==> src/rtl/class_argmax_ctrl.sv <==
// class_argmax_ctrl: captures NUM_CLASSES signed class sums on a rising edge of
// product_rdy, scans them one per cycle for the maximum, and reports the winning
// index, its score, the winner-to-runner-up margin and a 7-segment digit.
module class_argmax_ctrl #(
  parameter int NUM_CLASSES = 10,
  parameter int SUM_WIDTH   = 32,
  parameter int IDX_WIDTH   = 4
) (
  input  logic                             clock,
  input  logic                             reset,
  input  logic                             product_rdy,
  input  logic [NUM_CLASSES*SUM_WIDTH-1:0] sums_in,
  output logic                             busy,
  output logic                             class_valid,
  output logic [IDX_WIDTH-1:0]             class_idx,
  output logic [SUM_WIDTH-1:0]             class_max,
  output logic [SUM_WIDTH:0]               margin,
  output logic [6:0]                       hex_seg,
  output logic [7:0]                       drop_count
);

  typedef enum logic [1:0] {
    IDLE = 2'd0,
    SCAN = 2'd1,
    DONE = 2'd2
  } state_t;

  localparam logic [IDX_WIDTH-1:0]        LAST_IDX = IDX_WIDTH'(NUM_CLASSES - 1);
  localparam logic signed [SUM_WIDTH-1:0] MOST_NEG = {1'b1, {(SUM_WIDTH-1){1'b0}}};

  state_t                       state;
  state_t                       state_next;
  logic                         rdy_p1;
  logic                         trigger;
  logic                         capture;
  logic                         drop;

  logic signed [SUM_WIDTH-1:0]  bank [NUM_CLASSES];
  logic signed [SUM_WIDTH-1:0]  best;
  logic signed [SUM_WIDTH-1:0]  second;
  logic signed [SUM_WIDTH-1:0]  cand;
  logic [IDX_WIDTH-1:0]         best_idx;
  logic [IDX_WIDTH-1:0]         scan_idx;

  // best minus second at one extra bit so the full signed range never overflows
  function automatic logic [SUM_WIDTH:0] calc_margin(
    input logic signed [SUM_WIDTH-1:0] hi,
    input logic signed [SUM_WIDTH-1:0] lo
  );
    logic signed [SUM_WIDTH:0] hi_x;
    logic signed [SUM_WIDTH:0] lo_x;
    hi_x = {hi[SUM_WIDTH-1], hi};
    lo_x = {lo[SUM_WIDTH-1], lo};
    return hi_x - lo_x;
  endfunction

  // 8-bit counter increment that sticks at 255
  function automatic logic [7:0] sat_inc(input logic [7:0] cnt);
    return (cnt == 8'hFF) ? cnt : cnt + 8'd1;
  endfunction

  // active-low {g,f,e,d,c,b,a} pattern for a hex digit
  function automatic logic [6:0] hex_decode(input logic [3:0] digit);
    logic [6:0] seg;
    case (digit)
      4'h0:    seg = 7'h40;
      4'h1:    seg = 7'h79;
      4'h2:    seg = 7'h24;
      4'h3:    seg = 7'h30;
      4'h4:    seg = 7'h19;
      4'h5:    seg = 7'h12;
      4'h6:    seg = 7'h02;
      4'h7:    seg = 7'h78;
      4'h8:    seg = 7'h00;
      4'h9:    seg = 7'h10;
      4'hA:    seg = 7'h08;
      4'hB:    seg = 7'h03;
      4'hC:    seg = 7'h46;
      4'hD:    seg = 7'h21;
      4'hE:    seg = 7'h06;
      default: seg = 7'h0E;
    endcase
    return seg;
  endfunction

  assign trigger = product_rdy & ~rdy_p1;
  assign drop    = trigger & ((state == SCAN) || (state == DONE));
  assign cand    = bank[scan_idx];

  // product_rdy history for rising-edge detection; cleared so a high first sample counts
  always_ff @(posedge clock) begin
    if (!reset) begin
      rdy_p1 <= 1'b0;
    end else begin
      rdy_p1 <= product_rdy;
    end
  end

  // FSM state register
  always_ff @(posedge clock) begin
    if (!reset) begin
      state <= IDLE;
    end else begin
      state <= state_next;
    end
  end

  // FSM next-state: capture on trigger, scan one class per cycle, then publish
  always_comb begin
    state_next = state;
    capture    = 1'b0;
    case (state)
      IDLE: begin
        if (trigger) begin
          capture    = 1'b1;
          state_next = SCAN;
        end
      end
      SCAN: begin
        if (scan_idx == LAST_IDX) begin
          state_next = DONE;
        end
      end
      DONE: begin
        state_next = IDLE;
      end
      default: begin
        state_next = IDLE;
      end
    endcase
  end

  // ---- stage p0: capture bank and run the sequential max / runner-up scan ----
  always_ff @(posedge clock) begin
    if (capture) begin
      for (int k = 0; k < NUM_CLASSES; k++) begin
        bank[k] <= sums_in[k*SUM_WIDTH +: SUM_WIDTH];
      end
      best     <= sums_in[0 +: SUM_WIDTH];
      second   <= MOST_NEG;
      best_idx <= '0;
      scan_idx <= IDX_WIDTH'(1);
    end else if (state == SCAN) begin
      // strict compare keeps the lower index on ties; the tied value becomes runner-up
      if (cand > best) begin
        second   <= best;
        best     <= cand;
        best_idx <= scan_idx;
      end else if (cand > second) begin
        second <= cand;
      end
      scan_idx <= scan_idx + IDX_WIDTH'(1);
    end
  end

  // ---- stage p1: publish result, valid pulse, busy flag and drop counter ----
  always_ff @(posedge clock) begin
    if (!reset) begin
      busy        <= 1'b0;
      class_valid <= 1'b0;
      class_idx   <= '0;
      class_max   <= '0;
      margin      <= '0;
      hex_seg     <= 7'h40;
      drop_count  <= 8'd0;
    end else begin
      class_valid <= (state == DONE);
      if (state == DONE) begin
        class_idx <= best_idx;
        class_max <= best;
        margin    <= calc_margin(best, second);
        hex_seg   <= hex_decode(4'(best_idx));
      end
      // busy covers the scan and the valid cycle, dropping one edge after the pulse
      if (capture) begin
        busy <= 1'b1;
      end else if (class_valid) begin
        busy <= 1'b0;
      end
      if (drop) begin
        drop_count <= sat_inc(drop_count);
      end
    end
  end

endmodule
==> config.mk <==
export PLATFORM = sky130hd
export DESIGN_NAME = class_argmax_ctrl
export DESIGN_NICKNAME = d
export VERILOG_FILES = /design/src/rtl/class_argmax_ctrl.sv
export SDC_FILE = /design/constraint.sdc
export NUM_CORES = 1
export LEC_CHECK = 0
export CORE_UTILIZATION = 25
export DETAILED_ROUTE_END_ITERATION = 12
export PLACE_DENSITY = 0.54
export SETUP_SLACK_MARGIN = 0.4
export SLEW_MARGIN = 20
export SYNTH_ARGS = -nofsm -noshare
export SYNTH_HDL_FRONTEND = slang
export SYNTH_SLANG_ARGS = --single-unit
==> constraint.sdc <==
create_clock -name clock -period 13.8 [get_ports clock]
set_input_delay 2.07 -clock clock [delete_from_list [all_inputs] [get_ports clock]]
set_output_delay 2.07 -clock clock [all_outputs]
set_load 0.05 [all_outputs]
# Word level (Yosys, flattened, before mapping)
# Memory sizes are Yosys's and may differ from the RTL's. A register that Yosys moved wholly into a read port is not among the register bits.
# Index checks and enable logic that the tools add are counted.
[op_classes]
n_eq_ne = 6
reduce_logical = 12
addsub = 3
bitwise_logic = 4
n_mux = 16
magnitude_cmp = 2
[ops]
columns = ["cell", "count"]
rows = [
  ["two-way mux 32 bit", 5],
  ["greater-than comparator 32 bit", 2],
  ["subtractor 32 x 32 -> 33 bit", 1],
  ["AND reduction 2 bit", 5],
  ["adder 8 x 1 -> 8 bit (second input constant)", 1],
  ["== test 8 bit (second input constant)", 1],
  ["two-way mux 4 bit", 2],
  ["nonzero test 2 bit", 4],
  ["two-way mux 1 bit", 6],
  ["adder 4 x 1 -> 4 bit (second input constant)", 1],
  ["== test 4 bit (second input constant)", 1],
  ["two-way mux 2 bit", 2],
  ["one-hot mux 2 bit (2 select lines)", 1],
  ["AND 1 bit", 2],
  ["== test 2 x 1 -> 1 bit (second input constant)", 1],
  ["== test 2 bit (second input constant)", 1],
  ["logical NOT 2 bit", 1],
  ["inequality test 2 x 1 -> 1 bit (second input constant)", 1],
  ["inequality test 2 bit (second input constant)", 1],
  ["inverter 1 bit", 2],
  ["logical NOT 1 bit", 1],
  ["logical OR 1 bit", 1],
]
[totals]
ramBits = 320
mem_count = 2
regBits = 154
elab_cells = 57
romBits = 112
[mem_list]
columns = ["memory", "words", "word_bits", "rd", "rd_clocked_by_memory_dff", "write_ports", "line_no", "text"]
rows = [
  ["bank", 10, 32, 1, 1, 10, "38", "logic signed [SUM_WIDTH-1:0] bank [NUM_CLASSES];"],
  ["(name not given)", 16, 7, 1, 1, 0, "65", "case (digit)"],
]

# Logic depth before layout (Yosys ltp)
# Gate-level depths: netlist of run 1.
[logic_depth]
word_depth = 6
mapped_depth = 19

# Least setup slack after synthesis of run 1
# OpenSTA, ideal clock, no wires.
[synth_timing]
kind = "input port to flip-flop"
startpoint = "input product_rdy"
endpoint = "register (tool-made name)"
slack_ps = 1643
n_path_buf = 1
setup_ps = 557
arrival_ps = 11600
stages = 5
path_cell_list = "nor2b_1 nand2_1 clkinv_1 clkbuf_1 nor2_1"
[synth_rtl]
columns = ["element", "line_no", "text"]
rows = [
  ["start, declared", "11", "input logic product_rdy,"],
]

==> results of run 1 <==
## worst reg2reg max path: stages, from the launching register on
cell and delay, ns:
dfxtp_4 0.66, buf_4 0.70, mux4_2 0.61, nor2b_1 0.14, a211oi_1 0.32, a21oi_1 0.16
ha_1 0.39, and4_1 0.22, nor4b_1 0.84, o21ai_1 0.19, o211ai_1 0.23, a211oi_1 0.21
nor3_2 0.51, or2_2 0.82
## layer usage
layer,global-route usage,up-vias
met5,0,-
met4,0.0300,0
met3,0.0300,70
met1,0.193,7279
li1,-,7061
met2,0.252,406
## cells by family after synthesis
group                      Yosys count  share of synthesized area
adders and majority gates          109                     0.0622
AOI/OAI and AO/OA                  313                     0.0888
and+or+nand+nor                    385                     0.0898
muxes                              184                      0.120
buffers and inverters              167                     0.0294
DFF                                485                      0.600
xor gates and xnor gates            25                    0.00993
## synthesized netlist by cell type (all sizes together) (14+ instances only)
master / count / area (um2)
edfxtp: 352 / 10600
nand2: 148 / 556
dfxtp: 133 / 2660
mux2i: 120 / 1200
a21oi: 114 / 571
ha: 108 / 1350
nor2b: 101 / 632
inv: 81 / 304
o21ai: 68 / 340
mux4: 64 / 1440
clkbuf: 61 / 229
a211oi: 39 / 293
nand3: 26 / 130
nor2: 26 / 100
buf: 23 / 109
xnor2: 19 / 166
nand4: 18 / 113
o21a: 14 / 105
## power by group
group | internal, mW | switching [mW] | leakage, nW
sequential | 1.86 | 0.210 | 4.41
combinational | 1.22 | 1.69 | 5.29
clock | 0.923 | 0.616 | 0.906
total | 4.01 | 2.52 | 10.6
## flip-flops by register name, indices dropped and copies added (netlist names), named ones only
register / flops
best_idx: 4
class_idx: 4
rdy_p1: 1
busy: 1
scan_idx: 4
state: 2
drop_count: 8
second: 32
class_valid: 1
class_max: 32
bank: 320
best: 32
hex_seg: 7
margin: 33
## through the flow
step	hold WS (ns)	cells	setup slack [ns]	utilization
2_1_floorplan	0.479	1668	1.64	-
3_3_place_gp	0.460	3162	7.29	0.315
3_5_place_dp	0.471	3162	7.20	0.315
4_1_cts	0.485	3260	7.17	0.337
5_1_grt	0.494	3260	6.97	0.337
6_report	0.480	3260	7.35	0.337
## cell type report
class                           count  area, um2  share of cell area
Clock buffer                       62       1410              0.0482
Timing Repair Buffer              423       4210               0.144
Inverter                           83        319              0.0109
Tap cell                         1155       1450              0.0493
Sequential cell                   485      13200               0.452
Clock inverter                     36        475              0.0162
Multi-Input combinational cell   1016       8200               0.280
## final timing paths
path,from,endpoint,cells past startpoint
setup / recovery,flip-flop,best[12],13
setup reg to reg,flip-flop,best[12],13
hold / removal,hex_seg[4],hex_seg[4],1
hold reg to reg,hex_seg[4],hex_seg[4],1
==> flow_metrics.tcl, run 1 <==
set metrics [dict create \
    num-fill-cells 8545 \
    grt_antenna_before_repair 0 \
    vias 14816 \
    grt_max_degree 185 \
    clockBufferDepth 3 \
    crit_arrival_ns 6.67 \
    wl_met3_um 3700 \
    coreArea_um2 87000 \
    start_util 0.253 \
    vdd_ir_drop_max_mv 0.232 \
    antenna_left 0 \
    synth_edf_count 352 \
    synth_nets 2100 \
    min_path_type "flip-flop to flip-flop" \
    critPathMaxFanout 38 \
    die_h_um 299 \
    gr-usage-all-layers 0.148 \
    p_leak_nw 10.6 \
    final_cell_area_um2 29300 \
    max-slew-margin-rel 0.301 \
    fp.dieArea_um2 89400 \
    wl_met1_um 29800 \
    fin_skew_ns 0.0216 \
    cts-htree-levels 2 \
    areaGrowthSynthToFinish_pct 32.9 \
    end_kind "flip-flop" \
    finalCritPeriodShare 0.467 \
    power_mw 6.53 \
    drv_slew 0 \
    drive_gt1_frac 0.0865 \
    synth-seq-area-share 0.600 \
    via_per_inst 4.54 \
    path_buf_inv 1 \
    gp_congestion 0.841 \
    worst_pin_slew_ns 1.03 \
    hold_viol_final 0 \
    final.setup.tns_ns 0 \
    grt_pass1_wl_um 98400 \
    path_clk_slew_ns 0.06 \
    drc 0 \
    synthCells 1668 \
    synth-seq-cells 485 \
    layout_common_cells "407 x clkdlybuf4s50_1, 352 x edfxtp_1, 147 x nand2_1, 129 x dfxtp_1, 120 x mux2i_1" \
    met2_length_um 33300 \
    cts-hold-fix-buffers 0 \
    routedWlPerCell_um 20.8 \
    rsz0062_at_grt "false" \
    clock-sinks 485 \
    synthArstFlopShare 0 \
    cts_resized 0 \
    clk_latency_ns 0.61 \
    maxCapViolations 0 \
    die_w_um 299 \
    drtIter0Drc 1012 \
    dr.pass1.iters 5 \
    fmax_mhz 155 \
    layout_commonest_cell "clkdlybuf4s50_1" \
    r2r_slack_ns 7.35 \
    highest_layer "met4" \
    yosys_most_used_dff "edfxtp_1" \
    clock-root-buffer "clkbuf_16" \
    dpl_cell_area_um2 27400 \
    syn_area_um2 22100 \
    dp_hpwl_um 51000 \
    power_per_cell_area_nw_per_um2 223 \
    rows 108 \
    wirelength_um 67900 \
    path_delay_family "simple AND/OR/NAND/NOR gates" \
    required_ns 14.02 \
    setup_viol 0 \
    crit_top_cell "a211oi_1" \
    grt_pass1_vias 14978 \
    syn_avg_cell_area_um2 13.2 \
    overflow 0 \
    io_pins 409 \
    path_class "flip-flop to flip-flop" \
    antenna_cells 0 \
    critPathMaxStageDelay_ns 0.84 \
    cts_buffers 53 \
    crit_slowest_cell "nor4b_1" \
    ys_warn_count 0 \
    io_buffers 408 \
    cts_tree "built" \
    layout_min_cycle_time_ns 6.45 \
    ys_types 65 \
    crit_chain "buf_4, mux4_2, nor2b_1, a211oi_1, a21oi_1, ha_1, and4_1, nor4b_1, o21ai_1, o211ai_1, a211oi_1, nor3_2, or2_2" \
    cts_setup_buffers 0 \
    nNetsFinal 2494 \
    status "finished, final reports clean" \
    critPathLaunchType "flip-flop" \
]
Power figures use the tool's default switching activity.
==> inputs of run 2 (changes only) <==
==> constraint.sdc (replaced) <==
create_clock -name clock -period 6.75 [get_ports clock]
set_input_delay 1.0125 -clock clock [delete_from_list [all_inputs] [get_ports clock]]
set_output_delay 1.0125 -clock clock [all_outputs]
set_load 0.05 [all_outputs]
==> flow_metrics.tcl, run 2 (same netlist as run 1, synthesis figures left out) <==
set metrics [dict create \
    gr-usage-all-layers 0.150 \
    antenna_cells 0 \
    grt_antenna_before_repair 0 \
    end_kind "flip-flop" \
    drc 0 \
    clock-root-buffer "clkbuf_16" \
    wirelength_um 68400 \
    critPathLaunchType "flip-flop" \
    required_ns 7.06 \
    cts_resized 0 \
    fin_cells 3266 \
    power_mw 13.5 \
    critPathMaxStageDelay_ns 0.88 \
    p_switching_mw 5.19 \
    final.setup.tns_ns 0 \
    grt_max_degree 128 \
    layout_common_cells "407 x clkdlybuf4s50_1, 352 x edfxtp_1, 147 x nand2_1, 129 x dfxtp_1, 120 x mux2i_1" \
    dp.cells 3164 \
    drtIter0Drc 1110 \
    worst-path-stages 14 \
    routedWlPerCell_um 21.0 \
    cts_tree "built" \
    max-slew-margin-rel 0.280 \
    clock-sinks 485 \
    overflow 0 \
    areaGrowthSynthToFinish_pct 33.3 \
    hold_viol_final 0 \
    r2r_slack_ns 1.36 \
    largest_register "bank" \
    via_per_inst 4.54 \
    io_pins 409 \
    dp_hpwl_um 51900 \
    power_per_cell_area_nw_per_um2 458 \
    cts-htree-levels 2 \
    crit_chain "mux4_2, nor2b_1, a211oi_1, a21oi_1, ha_1, and4_1, nor4b_1, buf_4, o21ai_1, o211ai_1, a211oi_1, nor3_2, or2_2, buf_12" \
    grt_pass1_wl_um 99900 \
    layout_commonest_cell "clkdlybuf4s50_1" \
    p_int_mw 8.28 \
    largest_register_ffs 320 \
    holdWs_ns 0.480 \
    setup_viol 0 \
    num-fill-cells 8562 \
    largestRegisters "bank x320, margin x33" \
    cts_setup_buffers 0 \
    layout_min_cycle_time_ns 5.39 \
    io_buffers 408 \
    maxCapViolations 0 \
    sw_frac_of_total 0.385 \
    path_clk_slew_ns 0.06 \
    path_class "flip-flop to flip-flop" \
    hold_start "hex_seg[4]" \
    die_w_um 299 \
    die_h_um 299 \
    path_delay_family "simple AND/OR/NAND/NOR gates" \
    drv_slew 0 \
    rr_worst_depth 14 \
    clockBufferDepth 3 \
    coreArea_um2 87000 \
    final_cell_area_um2 29400 \
    fmax_mhz 186 \
    p_leak_nw 10.7 \
    min_path_type "flip-flop to flip-flop" \
    min_delay_path_depth 1 \
    status "finished, final reports clean" \
    critPathMaxFanout 40 \
    dpl_cell_area_um2 27500 \
    r2r_end "best[12]" \
    fp.dieArea_um2 89400 \
    vias 14833 \
    crit_slowest_cell "dfxtp_4" \
    clk_latency_ns 0.61 \
    crit_arrival_ns 5.70 \
    whs_endpoint "hex_seg[4]" \
    rsz0062_at_grt "false" \
    finalCritPeriodShare 0.799 \
    crit_top_cell "a211oi_1" \
    dr.pass1.iters 5 \
    cts_buffers 56 \
    antenna_left 0 \
    path_buf_inv 2 \
    drive_gt1_frac 0.0867 \
    nNetsFinal 2499 \
    pwr-share-seq 0.319 \
    start_util 0.253 \
    cts-hold-fix-buffers 0 \
    grt_pass1_vias 15052 \
    pwr-share-clk 0.240 \
    rows 108 \
    gp_congestion 0.854 \
    fin_skew_ns 0.0131 \
    worst_pin_slew_ns 1.08 \
    combPwrFrac 0.442 \
    vdd_ir_drop_max_mv 0.289 \
]
-- run 2: cell types whose count changed in the layout (fill, tap and decap cells not counted), moves of 2 or more --
| cell | change |
|---|---|
| buf_12 | +3 |
| clkbuf_1 | +3 |
| clkbuf_16 | +2 |
| clkinv_1 | +2 |
| clkinv_8 | -2 |
-- run 2: cell type report --
class	count	area [um2]	share of cell area
clock buffers	66	1460	0.0497
clock inverters	36	488	0.0166
inverters	83	319	0.0109
multi-input cells	1016	8190	0.279
flip-flops and latches	485	13200	0.450
well taps	1155	1450	0.0491
repair buffers	425	4260	0.145
-- run 2: through the flow --
| step | setup WS [ns] | utilization |
|---|---|---|
| final | 1.36 | 0.338 |
| after detailed placement | 1.31 | 0.316 |
| after floorplan | 0.624 | - |
| after CTS | 1.27 | 0.338 |
| after global routing | 0.979 | 0.338 |
| after global placement | 1.34 | 0.316 |
-- run 2: worst max-delay path by stage --
stage                      from    endpoint  slack [ns]
floorplan           product_rdy  bank[0][0]        0.62
global placement      flip-flop     best[7]        1.34
detailed placement    flip-flop     best[9]        1.31
CTS                   flip-flop    best[12]        1.27
global route          flip-flop     best[0]        0.98
finish                flip-flop    best[12]        1.36
-- run 2: layer usage --
metal / up-vias / part of all wire / track usage
li1: 7066 / - / -
met1: 7331 / 0.45 / 0.198
met2: 369 / 0.49 / 0.253
met3: 67 / 0.051 / 0.0297
met4: 0 / 0.018 / 0.0330
met5: - / 0 / 0
-- run 2: power groups by stage --
stage	sequential (mW)	clock, mW	combinational (mW)
final	4.29	3.23	5.95
after global routing	4.36	3.43	6.54
after CTS	4.31	3.31	5.99
after detailed placement	4.37	0	5.96
after global placement	4.35	0	5.86
after floorplan	4.40	0	3.99
-- run 2: worst register-to-register path: stages (launching register included) --
cell	delay (ns)
dfxtp_4	0.88
mux4_2	0.69
nor2b_1	0.14
a211oi_1	0.46
a21oi_1	0.19
ha_1	0.37
and4_1	0.23
nor4b_1	0.27
buf_4	0.19
o21ai_1	0.06
o211ai_1	0.13
a211oi_1	0.19
nor3_2	0.48
or2_2	0.55
buf_12	0.25
==> inputs of run 3 (changes only) <==
==> constraint.sdc (replaced) <==
create_clock -name clock -period 5.6 [get_ports clock]
set_input_delay 0.84 -clock clock [delete_from_list [all_inputs] [get_ports clock]]
set_output_delay 0.84 -clock clock [all_outputs]
set_load 0.05 [all_outputs]
==> flow_metrics.tcl, run 3 (same netlist as run 1, synthesis figures left out) <==
set metrics [dict create \
    gr-usage-all-layers 0.146 \
    clock-sinks 485 \
    vdd_ir_drop_max_mv 0.445 \
    antenna_left 0 \
    gp_congestion 0.841 \
    power_mw 16.0 \
    largest_register_ffs 320 \
    areaGrowthSynthToFinish_pct 33.4 \
    cts_buffers 54 \
    end_kind "flip-flop" \
    largestRegisters "bank x320, margin x33" \
    holdWs_ns 0.479 \
    drc 0 \
    clk_latency_ns 0.61 \
    clockBufferDepth 3 \
    dp_hpwl_um 51200 \
    setup_viol 0 \
    die_h_um 299 \
    finalCritPeriodShare 0.864 \
    grt_antenna_before_repair 3 \
    crit_arrival_ns 5.09 \
    min_path_type "flip-flop to flip-flop" \
    dr.pass1.iters 5 \
    io_buffers 408 \
    die_w_um 299 \
    fp.dieArea_um2 89400 \
    coreArea_um2 87000 \
    crit_slowest_cell "dfxtp_4" \
    required_ns 5.86 \
    largest_register "bank" \
    hold_viol_final 0 \
    rows 108 \
    start_util 0.253 \
    power_per_cell_area_nw_per_um2 544 \
    fin_skew_ns 0.0189 \
    dp.cells 3176 \
    cts-htree-levels 2 \
    via_per_inst 4.51 \
    cts_tree "built" \
    overflow 0 \
    crit_chain "buf_12, buf_12, mux4_2, a211oi_1, a21oi_1, ha_1, nand4_1, nor4b_4, o21ai_1, o211ai_1, a211oi_1, nor3_2, or2_2, buf_6" \
    layout_min_cycle_time_ns 4.84 \
    p_leak_nw 10.7 \
    grt_pass1_wl_um 97900 \
    maxCapViolations 0 \
    wirelength_um 67100 \
    path_class "flip-flop to flip-flop" \
    drv_slew 0 \
    dpl_cell_area_um2 27600 \
    fmax_mhz 207 \
    final_cell_area_um2 29400 \
    final.setup.tns_ns 0 \
    critPathMaxStageDelay_ns 0.57 \
    io_pins 409 \
    layout_common_cells "407 x clkdlybuf4s50_1, 352 x edfxtp_1, 147 x nand2_1, 129 x dfxtp_1, 120 x mux2i_1" \
    clock-root-buffer "clkbuf_16" \
    critPathLaunchType "flip-flop" \
    worst_pin_slew_ns 0.950 \
    status "finished, final reports clean" \
    vias 14805 \
    path_clk_slew_ns 0.06 \
    routedWlPerCell_um 20.4 \
    max-slew-margin-rel 0.367 \
    fin_cells 3281 \
    grt_pass1_vias 14983 \
    drive_gt1_frac 0.0938 \
    drtIter0Drc 817 \
    nNetsFinal 2509 \
    grt_max_degree 108 \
    critPathMaxFanout 34 \
    rsz0062_at_grt "false" \
    layout_commonest_cell "clkdlybuf4s50_1" \
]
[run 3: area by class of cell]
| type | count | area [um2] |
|---|---|---|
| tap | 1155 | 1450 |
| fill | 8508 | 57600 |
| sequential | 485 | 13200 |
| antenna | 4 | 10.0 |
| inverter | 83 | 319 |
| clock inverter | 35 | 355 |
| multi-input combinational | 1016 | 8210 |
| clock buffer | 66 | 1450 |
| timing repair buffer | 437 | 4390 |
[run 3: power by group]
group | total (mW) | switching (mW) | internal [mW]
clock | 3.63 | 1.50 | 2.12
sequential | 5.11 | 0.524 | 4.59
combinational | 7.27 | 4.15 | 3.11
total | 16.0 | 6.18 | 9.83
[run 3: what timing repair did]
action	in CTS	in global routing
buffers inserted	0	0
endpoints found under the setup margin	64	64
gates resized for setup	1	3
hold buffers	0	0
[run 3: worst paths after layout]
kind / from / endpoint / slack, ns / cells past startpoint
min reg2reg: margin[20] / margin[20] / 0.48 / 2
max reg2reg: flip-flop / best[17] / 0.76 / 14
max: flip-flop / best[17] / 0.76 / 14
min: margin[20] / margin[20] / 0.48 / 2
[run 3: through the flow]
stage	util	setup WS, ns
after detailed placement	0.317	0.231
final	0.338	0.762
after global routing	0.338	0.470
after CTS	0.338	0.478
after global placement	0.317	0.229
after floorplan	-	1.28
[run 3: critical path, delay by kind of cell, from the launching register on]
kind                     cells  cell delay (ns)
flip-flops                   1             0.57
AO/OA/AOI/OAI                5             1.12
adder cells (fa/ha/maj)      1             0.32
AND/OR/NAND/NOR              4             0.96
multiplexers                 1             0.52
buffers and inverters        3             0.90
[run 3: per-layer routing]
layer | global-route usage | part of all wire
met5 | 0 | 0
met4 | 0.0384 | 0.019
met3 | 0.0281 | 0.047
met2 | 0.246 | 0.49
met1 | 0.191 | 0.45
